--- config.mk ---
export PLATFORM = sky130hd
export DESIGN_NAME = mux_vc_arbiter_flat
export DESIGN_NICKNAME = d
export VERILOG_FILES = /design/src/rtl/mux_vc_arbiter_pkg.sv /design/src/rtl/mux_vc_arbiter_if.sv /design/src/rtl/mux_vc_arbiter_vc_grant_logic.sv /design/src/rtl/mux_vc_arbiter.sv /design/src/flat_wrapper.sv
export SDC_FILE = /design/constraint.sdc
export NUM_CORES = 1
export LEC_CHECK = 0
export ABC_AREA = 1
export CAP_MARGIN = 20
export CORE_ASPECT_RATIO = 0.8
export CORE_MARGIN = 5
export CORE_UTILIZATION = 35
export DETAILED_ROUTE_END_ITERATION = 8
export DONT_BUFFER_PORTS = 1
export MAX_ROUTING_LAYER = met4
export SYNTH_ARGS = -nofsm -noshare
export SYNTH_HDL_FRONTEND = slang
export SYNTH_SLANG_ARGS = --single-unit
--- constraint.sdc ---
create_clock -name clk -period 2.5 [get_ports clk]
set_input_delay 0.5 -clock clk [delete_from_list [all_inputs] [get_ports clk]]
set_output_delay 0.5 -clock clk [all_outputs]
set_load 0.01 [all_outputs]
--- src/rtl/mux_vc_arbiter_pkg.sv ---
// Shared definitions for the VC merge path: VC identifiers, default sizing
// and the grant encoding passed from the grant logic to the output stage.
package mux_vc_arbiter_pkg;

   localparam logic VC0_ID = 1'b0;
   localparam logic VC1_ID = 1'b1;

   localparam int DEFAULT_DATA_SIZE  = 6;
   localparam int DEFAULT_WEIGHT_VC0 = 4;
   localparam int DEFAULT_CNT_W      = 3;

   typedef enum logic [1:0] {
      GRANT_NONE = 2'd0,
      GRANT_VC0  = 2'd1,
      GRANT_VC1  = 2'd2
   } grant_e;

endpackage

--- src/rtl/mux_vc_arbiter_if.sv ---
// Handshake bundle between the two VC FIFOs, the merge arbiter and the
// downstream stage. master = arbiter side, slave = FIFO/downstream side.
interface mux_vc_arbiter_if
   import mux_vc_arbiter_pkg::*;
#(
   parameter int DATA_SIZE = DEFAULT_DATA_SIZE
);

   logic                 vc0_empty;
   logic                 vc1_empty;
   logic [DATA_SIZE-1:0] data_vc0;
   logic [DATA_SIZE-1:0] data_vc1;
   logic                 out_full;
   logic                 pop_vc0;
   logic                 pop_vc1;
   logic [DATA_SIZE-1:0] data_out;
   logic                 valid_out;
   logic                 vc_out;

   modport master (
      input  vc0_empty, vc1_empty, data_vc0, data_vc1, out_full,
      output pop_vc0, pop_vc1, data_out, valid_out, vc_out
   );

   modport slave (
      output vc0_empty, vc1_empty, data_vc0, data_vc1, out_full,
      input  pop_vc0, pop_vc1, data_out, valid_out, vc_out
   );

endinterface

--- src/rtl/mux_vc_arbiter_vc_grant_logic.sv ---
// Weighted-priority grant between VC0 and VC1. VC0 is favoured, but after
// WEIGHT_VC0-1 consecutive VC0 grants with VC1 waiting, VC1 gets one slot.
// The burst counter saturates rather than wraps, so a VC1 that shows up
// after a long VC0-only run is served on its first cycle.
module vc_grant_logic
   import mux_vc_arbiter_pkg::*;
#(
   parameter int WEIGHT_VC0 = DEFAULT_WEIGHT_VC0,
   parameter int CNT_W      = DEFAULT_CNT_W
) (
   input  logic   clk,
   input  logic   reset,
   input  logic   enable,
   input  logic   vc0_empty,
   input  logic   vc1_empty,
   output grant_e grant
);

   localparam logic [CNT_W-1:0] CNT_MAX = CNT_W'(WEIGHT_VC0 - 1);

   logic [CNT_W-1:0] burst_cnt;

   // Grant from the empties sampled this cycle; enable carries reset and backpressure.
   always_comb begin
      grant = GRANT_NONE;
      if (enable) begin
         case ({vc0_empty, vc1_empty})
            2'b00:   grant = (burst_cnt == CNT_MAX) ? GRANT_VC1 : GRANT_VC0;
            2'b01:   grant = GRANT_VC0;
            2'b10:   grant = GRANT_VC1;
            default: grant = GRANT_NONE;
         endcase
      end
   end

   // Count VC0 grants, cleared by a VC1 grant, held when nothing is granted.
   always_ff @(posedge clk) begin
      if (reset) begin
         burst_cnt <= '0;
      end else begin
         case (grant)
            GRANT_VC1: burst_cnt <= '0;
            GRANT_VC0: if (burst_cnt != CNT_MAX) burst_cnt <= burst_cnt + CNT_W'(1);
            default:   burst_cnt <= burst_cnt;
         endcase
      end
   end

endmodule

--- src/rtl/mux_vc_arbiter.sv ---
// Merges the VC0 and VC1 show-ahead FIFOs into one registered word stream
// with a source-VC tag. Pops are combinational; the merged word appears on
// the cycle after its pop. Reset and out_full both suppress all pops.
module mux_vc_arbiter
   import mux_vc_arbiter_pkg::*;
#(
   parameter int DATA_SIZE  = DEFAULT_DATA_SIZE,
   parameter int WEIGHT_VC0 = DEFAULT_WEIGHT_VC0,
   parameter int CNT_W      = DEFAULT_CNT_W
) (
   input  logic               clk,
   input  logic               reset,
   mux_vc_arbiter_if.master   bus
);

   grant_e               grant;
   logic                 enable;
   logic [DATA_SIZE-1:0] head_word;

   assign enable = !reset && !bus.out_full;

   vc_grant_logic #(
      .WEIGHT_VC0 (WEIGHT_VC0),
      .CNT_W      (CNT_W)
   ) u_grant (
      .clk       (clk),
      .reset     (reset),
      .enable    (enable),
      .vc0_empty (bus.vc0_empty),
      .vc1_empty (bus.vc1_empty),
      .grant     (grant)
   );

   assign bus.pop_vc0 = (grant == GRANT_VC0);
   assign bus.pop_vc1 = (grant == GRANT_VC1);
   assign head_word   = (grant == GRANT_VC1) ? bus.data_vc1 : bus.data_vc0;

   // Output register: capture the granted head word; otherwise drop valid and hold data/tag.
   always_ff @(posedge clk) begin
      if (reset) begin
         bus.data_out  <= '0;
         bus.valid_out <= 1'b0;
         bus.vc_out    <= VC0_ID;
      end else if (grant != GRANT_NONE) begin
         bus.data_out  <= head_word;
         bus.valid_out <= 1'b1;
         bus.vc_out    <= (grant == GRANT_VC1) ? VC1_ID : VC0_ID;
      end else begin
         bus.valid_out <= 1'b0;
      end
   end

endmodule

--- src/flat_wrapper.sv ---
// flat-port wrapper written by rule: the top's interface ports become plain ports
module mux_vc_arbiter_flat import mux_vc_arbiter_pkg::*;
#(
   parameter int DATA_SIZE  = DEFAULT_DATA_SIZE,
   parameter int WEIGHT_VC0 = DEFAULT_WEIGHT_VC0,
   parameter int CNT_W      = DEFAULT_CNT_W
)
  (clk, reset, bus_vc0_empty, bus_vc1_empty, bus_data_vc0, bus_data_vc1, bus_out_full, bus_pop_vc0, bus_pop_vc1, bus_data_out, bus_valid_out, bus_vc_out);
  mux_vc_arbiter_if #(.DATA_SIZE(DATA_SIZE)) bus_i ();
  input  logic clk;
  input  logic reset;
  input wire logic [$bits(bus_i.vc0_empty)-1:0] bus_vc0_empty;
  input wire logic [$bits(bus_i.vc1_empty)-1:0] bus_vc1_empty;
  input wire logic [$bits(bus_i.data_vc0)-1:0] bus_data_vc0;
  input wire logic [$bits(bus_i.data_vc1)-1:0] bus_data_vc1;
  input wire logic [$bits(bus_i.out_full)-1:0] bus_out_full;
  output wire logic [$bits(bus_i.pop_vc0)-1:0] bus_pop_vc0;
  output wire logic [$bits(bus_i.pop_vc1)-1:0] bus_pop_vc1;
  output wire logic [$bits(bus_i.data_out)-1:0] bus_data_out;
  output wire logic [$bits(bus_i.valid_out)-1:0] bus_valid_out;
  output wire logic [$bits(bus_i.vc_out)-1:0] bus_vc_out;
  assign bus_i.vc0_empty = bus_vc0_empty;
  assign bus_i.vc1_empty = bus_vc1_empty;
  assign bus_i.data_vc0 = bus_data_vc0;
  assign bus_i.data_vc1 = bus_data_vc1;
  assign bus_i.out_full = bus_out_full;
  assign bus_pop_vc0 = bus_i.pop_vc0;
  assign bus_pop_vc1 = bus_i.pop_vc1;
  assign bus_data_out = bus_i.data_out;
  assign bus_valid_out = bus_i.valid_out;
  assign bus_vc_out = bus_i.vc_out;
  mux_vc_arbiter #(.DATA_SIZE(DATA_SIZE), .WEIGHT_VC0(WEIGHT_VC0), .CNT_W(CNT_W)) u_core (.clk(clk), .reset(reset), .bus(bus_i));
endmodule
==> Yosys cells after proc, flatten, opt, wreduce, memory -nomap -nowiden <==
Cells that the tools add are included.
{ "word_totals": {"out_inout_bits": 10, "in_bits": 17, "register_bits": 11, "elab_cells": 27} }
{ "classes": {"add_sub_neg": 1, "eq_ne": 7, "reduce_logical": 7, "n_mux": 8} }
{ "ops": {"columns": ["op", "n"], "rows": [
  ["2-to-1 mux 6 bit", 1],
  ["case mux 2 bit (3 select lines)", 1],
  ["case mux 3 bit (2 select lines)", 1],
  ["equality test 2 x 1 -> 1 bit (second input constant)", 2],
  ["equality test 2 bit (second input constant)", 2],
  ["2-to-1 mux 2 bit", 2],
  ["nonzero test 2 bit", 2],
  ["adder 3 x 1 -> 3 bit (second input constant)", 1],
  ["equality test 3 x 2 -> 1 bit (second input constant)", 1],
  ["2-to-1 mux 3 bit", 1],
  ["!= test 3 x 2 -> 1 bit (second input constant)", 1],
  ["zero test 1 bit", 2],
  ["zero test 2 bit", 1],
  ["2-to-1 mux 1 bit", 2],
  ["!= test 2 x 1 -> 1 bit (second input constant)", 1],
  ["AND reduction 2 bit", 1],
  ["logical AND 1 bit", 1]
]} }

==> Depth between registers and ports, before layout <==
Gate-level depths: netlist of the first run.
{ "logic_depth": {"word_depth": 7, "depth_mapped": 9, "ltp_nobuf": 9} }

==> Modules after synthesis <==
From an unflattened synthesis of the first run, not the netlist that was laid out.
{ "unflattened": {"hier_cells": 82, "area_unflattened_um2": 589.3} }
{ "modules_own_cells": {"columns": ["mod", "cells_each", "area_each_um2", "seq_area_each_um2", "instances"], "rows": [
  ["mux_vc_arbiter", 56, 387.9, 160.2, 1],
  ["vc_grant_logic", 26, 201.4, 60.1, 1]
]} }

==> Worst setup path after synthesis of the first run <==
OpenSTA, ideal clock, no wires.
{ "synth_path": {"path_kind": "reg-to-output", "from": "register u_core.u_grant.burst_cnt[0]", "to": "output bus_pop_vc1", "path_stages_with_launch": 7, "n_path_buf": 0, "arrival_ns": 1.080, "required_ns": 2.000, "slack_ns": 0.920, "path_cell_list": "dfxtp_1 > ha_1 > ha_1 > inv_1 > nand2_2 > nand3_2 > inv_1"} }
{ "synth_via": {"elab_chain_cells": 5} }
{ "synth_rtl": {"columns": ["item", "line", "text"], "rows": [
  ["start, declared", "mux_vc_arbiter_vc_grant_logic.sv:21", "logic [CNT_W-1:0] burst_cnt;"],
  ["start signal, assigned", "mux_vc_arbiter_vc_grant_logic.sv:43", "GRANT_VC0: if (burst_cnt != CNT_MAX) burst_cnt <= burst_cnt + CNT_W'(1);"],
  ["start signal, assigned", "mux_vc_arbiter_vc_grant_logic.sv:44", "default: burst_cnt <= burst_cnt;"],
  ["equality test 3 x 2 -> 1 bit", "mux_vc_arbiter_vc_grant_logic.sv:28", "2'b00: grant = (burst_cnt == CNT_MAX) ? GRANT_VC1 : GRANT_VC0;"],
  ["2-to-1 mux 2 bit", "mux_vc_arbiter_vc_grant_logic.sv:28", null],
  ["case mux 2 bit (3 select lines)", "mux_vc_arbiter_vc_grant_logic.sv:27", "case ({vc0_empty, vc1_empty})"],
  ["2-to-1 mux 2 bit", "mux_vc_arbiter_vc_grant_logic.sv:26", "if (enable) begin"],
  ["equality test 2 bit", "mux_vc_arbiter.sv:35", "assign bus.pop_vc1 = (grant == GRANT_VC1);"],
  ["end, declared", "flat_wrapper.sv:18", "output wire logic [$bits(bus_i.pop_vc1)-1:0] bus_pop_vc1;"]
]} }
No other way between the ends.

==> Final worst setup path of the first run <==
Ends and elaborated chain as after synthesis.

==> results of run 1 <==
[kinds of logic after synthesis]
group | after synthesis
buffers and inverters | 24
flip-flops | 11
AND/OR/NAND/NOR | 40
AO/OA/AOI/OAI | 11
adder cells (fa/ha/maj) | 2
[worst max-delay path: stages (launching register included)]
cell and delay [ns]:
dfxtp_1 0.32, ha_1 0.19, ha_1 0.17, inv_1 0.13
nand2_2 0.14, nand3_2 0.17, inv_1 0.10
[where the power goes]
part	total [mW]	switching (mW)	internal (mW)
clock	0.120	0.0586	0.0617
combinational	0.0400	0.0255	0.0145
sequential	0.193	0.00865	0.184
total	0.353	0.0927	0.260
[per-layer routing]
| metal | vias up | track usage |
|---|---|---|
| li1 | 284 | - |
| met1 | 221 | 0.149 |
| met2 | 18 | 0.147 |
| met3 | 2 | 0.0522 |
| met4 | 0 | 0.0569 |
| met5 | - | - |
[final timing paths]
kind | cells past startpoint | from | endpoint
hold reg to reg | 2 | u_core.u_grant.burst_cnt[1] | u_core.u_grant.burst_cnt[1]
setup / recovery | 6 | u_core.u_grant.burst_cnt[0] | bus_pop_vc1
hold / removal | 1 | reset | u_core.bus.vc_out
setup reg to reg | 9 | u_core.u_grant.burst_cnt[0] | u_core.bus.data_out[3]
[sequential cells by signal, summed over array words and instances, names as in the netlist]
| name | cells |
|---|---|
| u_core.u_grant.burst_cnt | 3 |
| u_core.bus.valid_out | 1 |
| u_core.bus.vc_out | 1 |
| u_core.bus.data_out | 6 |
[per-stage QoR]
| step | std cells | cell area, um2 | utilization | power (mW) | hold WS, ns |
|---|---|---|---|---|---|
| 4_1_cts | 113 | 654 | 0.402 | 0.360 | 0.281 |
| 3_5_place_dp | 109 | 628 | 0.386 | 0.237 | 0.460 |
| 2_1_floorplan | 88 | 606 | - | 0.232 | 0.444 |
| 5_1_grt | 113 | 654 | 0.402 | 0.379 | 0.270 |
| 6_report | 113 | 654 | 0.402 | 0.353 | 0.294 |
| 3_3_place_gp | 109 | 628 | 0.386 | 0.236 | 0.445 |
[cells in the final DEF (no fill, tap or decap)]
| cell type | n |
|---|---|
| o21ai_4 | 1 |
| ha_1 | 2 |
| nor2_8 | 1 |
| nand3_1 | 8 |
| nand3_2 | 1 |
| inv_2 | 3 |
| clkbuf_4 | 3 |
| nand4_1 | 6 |
| nor2_1 | 2 |
| nand2_1 | 20 |
| a21oi_1 | 9 |
| clkbuf_1 | 1 |
| inv_1 | 20 |
| nor2_2 | 1 |
| nand2_2 | 1 |
| o21ai_0 | 1 |
| dfxtp_1 | 11 |
[final cells by class]
| class | count | area share |
|---|---|---|
| clock buffers | 4 | 0.0402 |
| multi-input cells | 53 | 0.449 |
| flip-flops and latches | 11 | 0.337 |
| inverters | 23 | 0.132 |
| well taps | 22 | 0.0421 |
==> results.ini, run 1 <==
[critical_path]
r2r_setup_slack_ns = 1.10
crit_type = reg2out
cp.arrival_ns = 1.48
end_kind = output pin
cp.required_ns = 2.00
cp-start-kind = flop
worstPathMaxFanout = 8

[synthesis]
synth_top_area_share = 0.364
synth_warnings = 0
synthCells = 88
synth_compound_area_frac = 0.110
synth_top_family_by_area = simple AND/OR/NAND/NOR gates
yosysUniqueCellTypes = 16
ys_seq_area_frac = 0.364
syn_area_um2 = 606
synth_edf_count = 0
avgSynthCellArea_um2 = 6.88
ys_ff_latch = 11
async_reset_ff_frac = 0
synthXorXnorAreaFrac = 0
synth_simple_gate_area_frac = 0.335
yosys.area.top_type = dfxtp_1
ys_top_cells_by_count = inv_1, nand2_1, dfxtp_1
synthAdderAreaFrac = 0.0413
synth_fp_nets = 107
synthFlopType = dfxtp_1
muxShareOfSynthArea = 0
synth.area.top_cells = dfxtp_1, inv_1, nand2_1, a21oi_1, nand3_1

[detailed_routing]
topRoutingLayerUsed = met4
firstDrtPassIters = 4
drt_wl_total_um = 1360
met2_length_um = 574
initialDrtViolationCount = 17
post_drt_via_cell_ratio = 4.65
vias = 525
routedWlPerCell_um = 12.0
wl_met3_um = 99
drc = 0
postRouteAntennaNets = 0
met1_length_um = 660

[final_layout]
fin_nets = 111
area_growth_syn_to_layout_pct = 8.06
multi_input_area_um2 = 294
antenna_cells = 0
regArea_um2 = 220
fillers = 186
drive_gt1_frac = 0.121

[clocking]
ctsResizeCount = 0
htree_num_levels = 1
path_clk_slew_ns = 0.07
clk_latency_ns = 0.26
cts_root_buf = clkbuf_4
post-cts-setup-buffers = 0
cts_buffers = 3
cts_buffer_depth = 2
cts.sinks = 11
ctsHoldBuffers = 0
cts_tree = yes

[timing]
worst_pin_slew_ns = 0.266
finalCriticalPeriod_ns = 1.98
hold_viol = 0
period_share = 0.793
finalSetupTns_ns = 0
relSlewSlack = 0.822
fmax_ghz = 0.504
setup_viol = 0
maxSlewViolCount = 0
finClkSkew_ns = 0.00239
fin_ws_ns = 0.517
rsz0062_at_grt = false

[power]
p_per_area_mw_per_mm2 = 540
ir_worst_vdd_mv = 0.246
static-leakage-power_nw = 0.333

[floorplanning]
placeableCoreArea_mm2 = 0.00163
rows = 13
ios = 27
die_h_um = 47.2
initial_core_util = 0.372
dieArea_mm2 = 0.00267
dieWidth_um = 56.5

[placement]
place.gp.congestion = 0.751
dpl.hpwl_um = 1060
pre_cts_slack_ns = 0.795
port_buffers = 0

[grt]
grt_overflow = 0
grt_pass1_wl_um = 2130
grt_usage = 0.115
grt_max_degree = 12
grt_pass1_vias = 460
grt_antenna_before_repair = 0

[flow_run]
drv_cap = 0

[hold_path]
hp-class = in2reg

[status]
outcome = completed

Power figures use the tool's default switching activity.
==> run 2, diff against run 1 <==
==> constraint.sdc (replaced) <==
create_clock -name clk -period 2 [get_ports clk]
set_input_delay 0.4 -clock clk [delete_from_list [all_inputs] [get_ports clk]]
set_output_delay 0.4 -clock clk [all_outputs]
set_load 0.01 [all_outputs]
==> run 2 against run 1 <==
Compared with the run above: register-to-register slack worse by 0.49 ns; worst hold slack worse by 0.11 ns; final cell count stayed put; via count is 2.5% higher; power is 26% higher; critical endpoint unchanged; largest power group unchanged; highest routed layer unchanged.
==> results.ini, run 2 (synthesized netlist as in run 1, its figures left out) <==
[timing]
period_share = 0.930
hold_ws_ns = 0.183  ; -0.111 ns
maxSlewViolCount = 0  ; unchanged
finClkSkew_ns = 0.00833  ; +0.00594 ns
finalCriticalPeriod_ns = 1.86
setup_viol = 0  ; unchanged
worst_pin_slew_ns = 0.254  ; -0.0120 ns
relSlewSlack = 0.830  ; +0.00805
finalSetupTns_ns = 0  ; unchanged
rsz0062_at_grt = false
fmax_ghz = 0.538
fin_ws_ns = 0.140  ; -0.377 ns
hold_viol = 0  ; unchanged

[hold_path]
hp-class = in2reg
hold_path_depth = 1  ; unchanged

[placement]
dpl.hpwl_um = 1060  ; +0.17%
pre_cts_slack_ns = 0.401  ; -0.394 ns
place.gp.congestion = 0.809  ; +7.7%
place_inst = 109  ; unchanged
port_buffers = 0  ; unchanged

[clocking]
cts_buffers = 3  ; unchanged
cts_buffer_depth = 2  ; unchanged
clk_latency_ns = 0.27  ; about the same
cts.sinks = 11  ; unchanged
cts_root_buf = clkbuf_4
htree_num_levels = 1  ; unchanged
cts_tree = yes
post-cts-setup-buffers = 0  ; unchanged
ctsResizeCount = 0  ; unchanged
path_clk_slew_ns = 0.08  ; about the same
ctsHoldBuffers = 0  ; unchanged

[critical_path]
worstPathMaxFanout = 8  ; unchanged
cp-start-kind = flop
cp.arrival_ns = 1.46  ; -0.02 ns
crit_type = reg2out
end_kind = output pin
reg2reg_depth = 9  ; unchanged
cp.required_ns = 1.60  ; -0.40 ns

[final_layout]
regMostFlops = u_core.bus.data_out
area_growth_syn_to_layout_pct = 9.50
top_regs = u_core.bus.data_out (6), u_core.u_grant.burst_cnt (3)
most-common-layout-cells = inv_1, nand2_1, dfxtp_1
antenna_cells = 0  ; unchanged
fin_cells = 113  ; unchanged
largest_register_ffs = 6  ; unchanged
fin_nets = 111  ; unchanged
drive_gt1_frac = 0.132  ; +0.0110

[grt]
grt_pass1_wl_um = 2130  ; -0.33%
grt_pass1_vias = 495  ; +7.6%
grt_max_degree = 12  ; unchanged
grt_usage = 0.114  ; -0.000615
grt_antenna_before_repair = 0  ; unchanged
grt_overflow = 0  ; unchanged

[detailed_routing]
post_drt_via_cell_ratio = 4.76  ; +2.5%
vias = 538  ; +2.5%
topRoutingLayerUsed = met4
initialDrtViolationCount = 3  ; -14
met2_length_um = 576  ; +0.35%
drt_wl_total_um = 1310  ; -3.8%
wl_met3_um = 99  ; unchanged
routedWlPerCell_um = 11.6  ; -3.8%
met1_length_um = 611  ; -7.4%
drc = 0  ; unchanged
firstDrtPassIters = 4  ; unchanged
postRouteAntennaNets = 0  ; unchanged

[status]
outcome = completed

[power]
p_per_area_mw_per_mm2 = 669  ; +24%
static-leakage-power_nw = 0.336  ; +0.94%
ir_worst_vdd_mv = 0.276  ; +12%

[floorplanning]
dieArea_mm2 = 0.00267  ; unchanged
initial_core_util = 0.372  ; unchanged
placeableCoreArea_mm2 = 0.00163  ; unchanged
die_h_um = 47.2  ; unchanged
ios = 27  ; unchanged
dieWidth_um = 56.5  ; unchanged
rows = 13  ; unchanged

[flow_run]
drv_cap = 0  ; unchanged

run 2: path summary, 6_finish.rpt:
check	from	endpoint	slack [ns]
worst min register to register	u_core.u_grant.burst_cnt[2]	u_core.u_grant.burst_cnt[2]	0.46
worst min-delay path	reset	u_core.u_grant.burst_cnt[2]	0.18
worst max-delay path	u_core.u_grant.burst_cnt[0]	bus_pop_vc1	0.14
worst max register to register	u_core.u_grant.burst_cnt[0]	u_core.bus.data_out[3]	0.61
run 2: cell type report:
cell class	count	area, um2
Tap cell	22	27.5
Multi-Input combinational cell	53	302
Clock buffer	3	22.5
Inverter	23	86.3
Clock inverter	1	5.00
Fill cell	190	963
Sequential cell	11	220
run 2: routing by layer:
metal  vias to the layer above  track usage
met1                       231        0.138
met5                         -            -
met3                         2       0.0549
met4                         0       0.0569
li1                        285            -
met2                        20        0.159
run 2: where the power goes:
group	total (mW)	switching (mW)	internal, mW	leakage (nW)
Clock	0.152	0.0774	0.0741	0.0177
Sequential	0.241	0.0108	0.230	0.0901
Combinational	0.0512	0.0328	0.0184	0.229
Total	0.444	0.121	0.323	0.336
run 2: stage by stage:
| stage | utilization | power (mW) | cell area, um2 |
|---|---|---|---|
| global route | 0.408 | 0.481 | 663 |
| floorplan | - | 0.290 | 606 |
| finish | 0.408 | 0.444 | 663 |
| CTS | 0.403 | 0.454 | 656 |
| detailed placement | 0.386 | 0.297 | 628 |
| global placement | 0.386 | 0.296 | 628 |
run 2: worst max-delay path, cell delays in order, from the launching register on:
cell and delay (ns):
dfxtp_1 0.32, ha_1 0.19, ha_1 0.17, inv_1 0.13, nand2_2 0.15, nand3_4 0.13, inv_1 0.09
==> run 3, diff against run 2 <==
--- a/config.mk
+++ b/config.mk
@@ -10,9 +10,11 @@
 export CORE_ASPECT_RATIO = 0.8
 export CORE_MARGIN = 5
 export CORE_UTILIZATION = 35
+export CTS_BUF_LIST = sky130_fd_sc_hd__clkbuf_4 sky130_fd_sc_hd__clkbuf_8
 export DETAILED_ROUTE_END_ITERATION = 8
 export DONT_BUFFER_PORTS = 1
 export MAX_ROUTING_LAYER = met4
+export PLACE_DENSITY = 0.5
 export SYNTH_ARGS = -nofsm -noshare
 export SYNTH_HDL_FRONTEND = slang
 export SYNTH_SLANG_ARGS = --single-unit
==> run 3 against run 2 <==
Compared with the run above: final cell count unchanged; global-route usage increased by 0.60 points; count of clock-buffer cells in the layout increased by 1; routed wire length increased by 9.5%; die area unchanged; clock skew decreased by 0.0047 ns; first-iteration DRC count increased to 3.7 times the previous value; final area increased by 0.38%; flip-flop and latch count unchanged; critical path type unchanged; critical endpoint unchanged; largest power group unchanged; highest routed layer unchanged.
==> results.ini, run 3 (synthesized netlist as in run 1, its figures left out) <==
[status]
outcome = completed

[floorplanning]
rows = 13  ; unchanged
die_h_um = 47.2  ; unchanged
initial_core_util = 0.372  ; unchanged
dieArea_mm2 = 0.00267  ; unchanged
dieWidth_um = 56.5  ; unchanged
placeableCoreArea_mm2 = 0.00163  ; unchanged
ios = 27  ; unchanged

[placement]
place_inst = 109  ; unchanged
place.gp.congestion = 0.732  ; -9.5%
dpl.hpwl_um = 1060  ; -0.58%
port_buffers = 0  ; unchanged
pre_cts_slack_ns = 0.388  ; -0.0132 ns

[timing]
fmax_ghz = 0.536  ; -0.38%
setup_viol = 0  ; unchanged
hold_ws_ns = 0.191  ; +0.00772 ns
fin_ws_ns = 0.133  ; -0.00702 ns
period_share = 0.934  ; +0.00351
hold_viol = 0  ; unchanged
maxSlewViolCount = 0  ; unchanged
worst_pin_slew_ns = 0.268  ; +0.0143 ns
finalSetupTns_ns = 0  ; unchanged
finalCriticalPeriod_ns = 1.87  ; +0.00702 ns
relSlewSlack = 0.821  ; -0.00955
rsz0062_at_grt = false
finClkSkew_ns = 0.00362  ; -0.00471 ns

[final_layout]
top_regs = u_core.bus.data_out (6), u_core.u_grant.burst_cnt (3)
largest_register_ffs = 6  ; unchanged
area_growth_syn_to_layout_pct = 9.92
fin_util = 0.409  ; +0.00154
fin_cells = 113  ; unchanged
fin_nets = 111  ; unchanged
fillers = 179  ; -5.8%
antenna_cells = 0  ; unchanged
drive_gt1_frac = 0.132  ; unchanged
most-common-layout-cells = inv_1, nand2_1, dfxtp_1
regMostFlops = u_core.bus.data_out

[critical_path]
cp.arrival_ns = 1.47  ; about the same
crit_slowest_cell = dfxtp_1
worstPathMaxFanout = 8  ; unchanged
crit_type = reg2out
reg2reg_depth = 8  ; -1
end_kind = output pin
r2r_end = u_core.u_grant.burst_cnt[0]
cp-start-kind = flop
crit_buf_inv = 2  ; unchanged
max_stage_delay_ns = 0.32  ; about the same
r2r_setup_slack_ns = 0.62  ; about the same
cp.required_ns = 1.60  ; about the same
critical-path-top-delay-family = adder cells
worstPathCellList = ha_1 -> ha_1 -> inv_1 -> nand2_2 -> nand3_4 -> inv_1
r2r_start = u_core.u_grant.burst_cnt[0]

[grt]
grt_pass1_vias = 500  ; +1.0%
grt_max_degree = 12  ; unchanged
grt_usage = 0.120  ; +0.00600
grt_pass1_wl_um = 2250  ; +5.8%
grt_overflow = 0  ; unchanged
grt_antenna_before_repair = 0  ; unchanged

[hold_path]
hp-class = in2reg
hold_path_depth = 1  ; unchanged
worst_hold_path.endpoint = u_core.u_grant.burst_cnt[2]
hp-start = reset

[clocking]
cts_root_buf = clkbuf_4
cts_buffers = 3  ; unchanged
post-cts-setup-buffers = 0  ; unchanged
cts_buffer_depth = 2  ; unchanged
htree_num_levels = 1  ; unchanged
path_clk_slew_ns = 0.08  ; about the same
clk_latency_ns = 0.27  ; about the same
cts_tree = yes
cts.sinks = 11  ; unchanged

[power]
static-leakage-power_nw = 0.337  ; +0.21%
p_per_area_mw_per_mm2 = 692  ; +3.4%
ir_worst_vdd_mv = 0.307  ; +11%

[detailed_routing]
postRouteAntennaNets = 0  ; unchanged
post_drt_via_cell_ratio = 4.81  ; +0.93%
vias = 543  ; +0.93%
drt_wl_total_um = 1430  ; +9.5%
initialDrtViolationCount = 11  ; +8
drc = 0  ; unchanged
routedWlPerCell_um = 12.7  ; +9.5%
firstDrtPassIters = 4  ; unchanged

[flow_run]
drv_cap = 0  ; unchanged

run 3: changes by cell type in the layout (fill, tap and decap cells not counted), sizes merged:
cell    delta
clkinv     -1
clkbuf     +1
run 3: worst max-delay path by stage:
stage,start,endpoint,cells past startpoint,slack (ns)
floorplan,u_core.u_grant.burst_cnt[0],bus_pop_vc1,6,0.52
global placement,u_core.u_grant.burst_cnt[0],bus_pop_vc1,6,0.44
detailed placement,u_core.u_grant.burst_cnt[0],bus_pop_vc1,6,0.39
CTS,u_core.u_grant.burst_cnt[0],bus_pop_vc1,6,0.08
global route,u_core.u_grant.burst_cnt[0],bus_pop_vc1,6,0.03
finish,u_core.u_grant.burst_cnt[0],bus_pop_vc1,6,0.13
run 3: timing repair:
item,CTS,global route
hold buffers,0,0
setup endpoints to repair,0,1
resized for setup,0,1
run 3: layer usage:
metal  vias to the layer above  wire, um  track usage
met5                         -         0            -
met2                        18       567        0.154
met3                         4       111       0.0549
li1                        282         -            -
met1                       239       725        0.152
met4                         0        27       0.0711
run 3: where the power goes:
| part | internal (mW) | switching, mW | leakage, nW |
|---|---|---|---|
| registers | 0.230 | 0.0110 | 0.0901 |
| clock network | 0.0906 | 0.0771 | 0.0184 |
| logic | 0.0184 | 0.0335 | 0.229 |
| total | 0.339 | 0.121 | 0.337 |
run 3: cell type report:
cell class,count,area (um2),area share
Multi-Input combinational cell,53,302,0.453
Sequential cell,11,220,0.331
Inverter,23,86.3,0.130
Clock buffer,4,30.0,0.0451
Tap cell,22,27.5,0.0414
run 3: per-stage QoR:
stage,total power [mW],cell area [um2]
2_1_floorplan,0.290,606
3_3_place_gp,0.296,628
3_5_place_dp,0.297,628
4_1_cts,0.468,658
5_1_grt,0.492,666
6_report,0.461,666
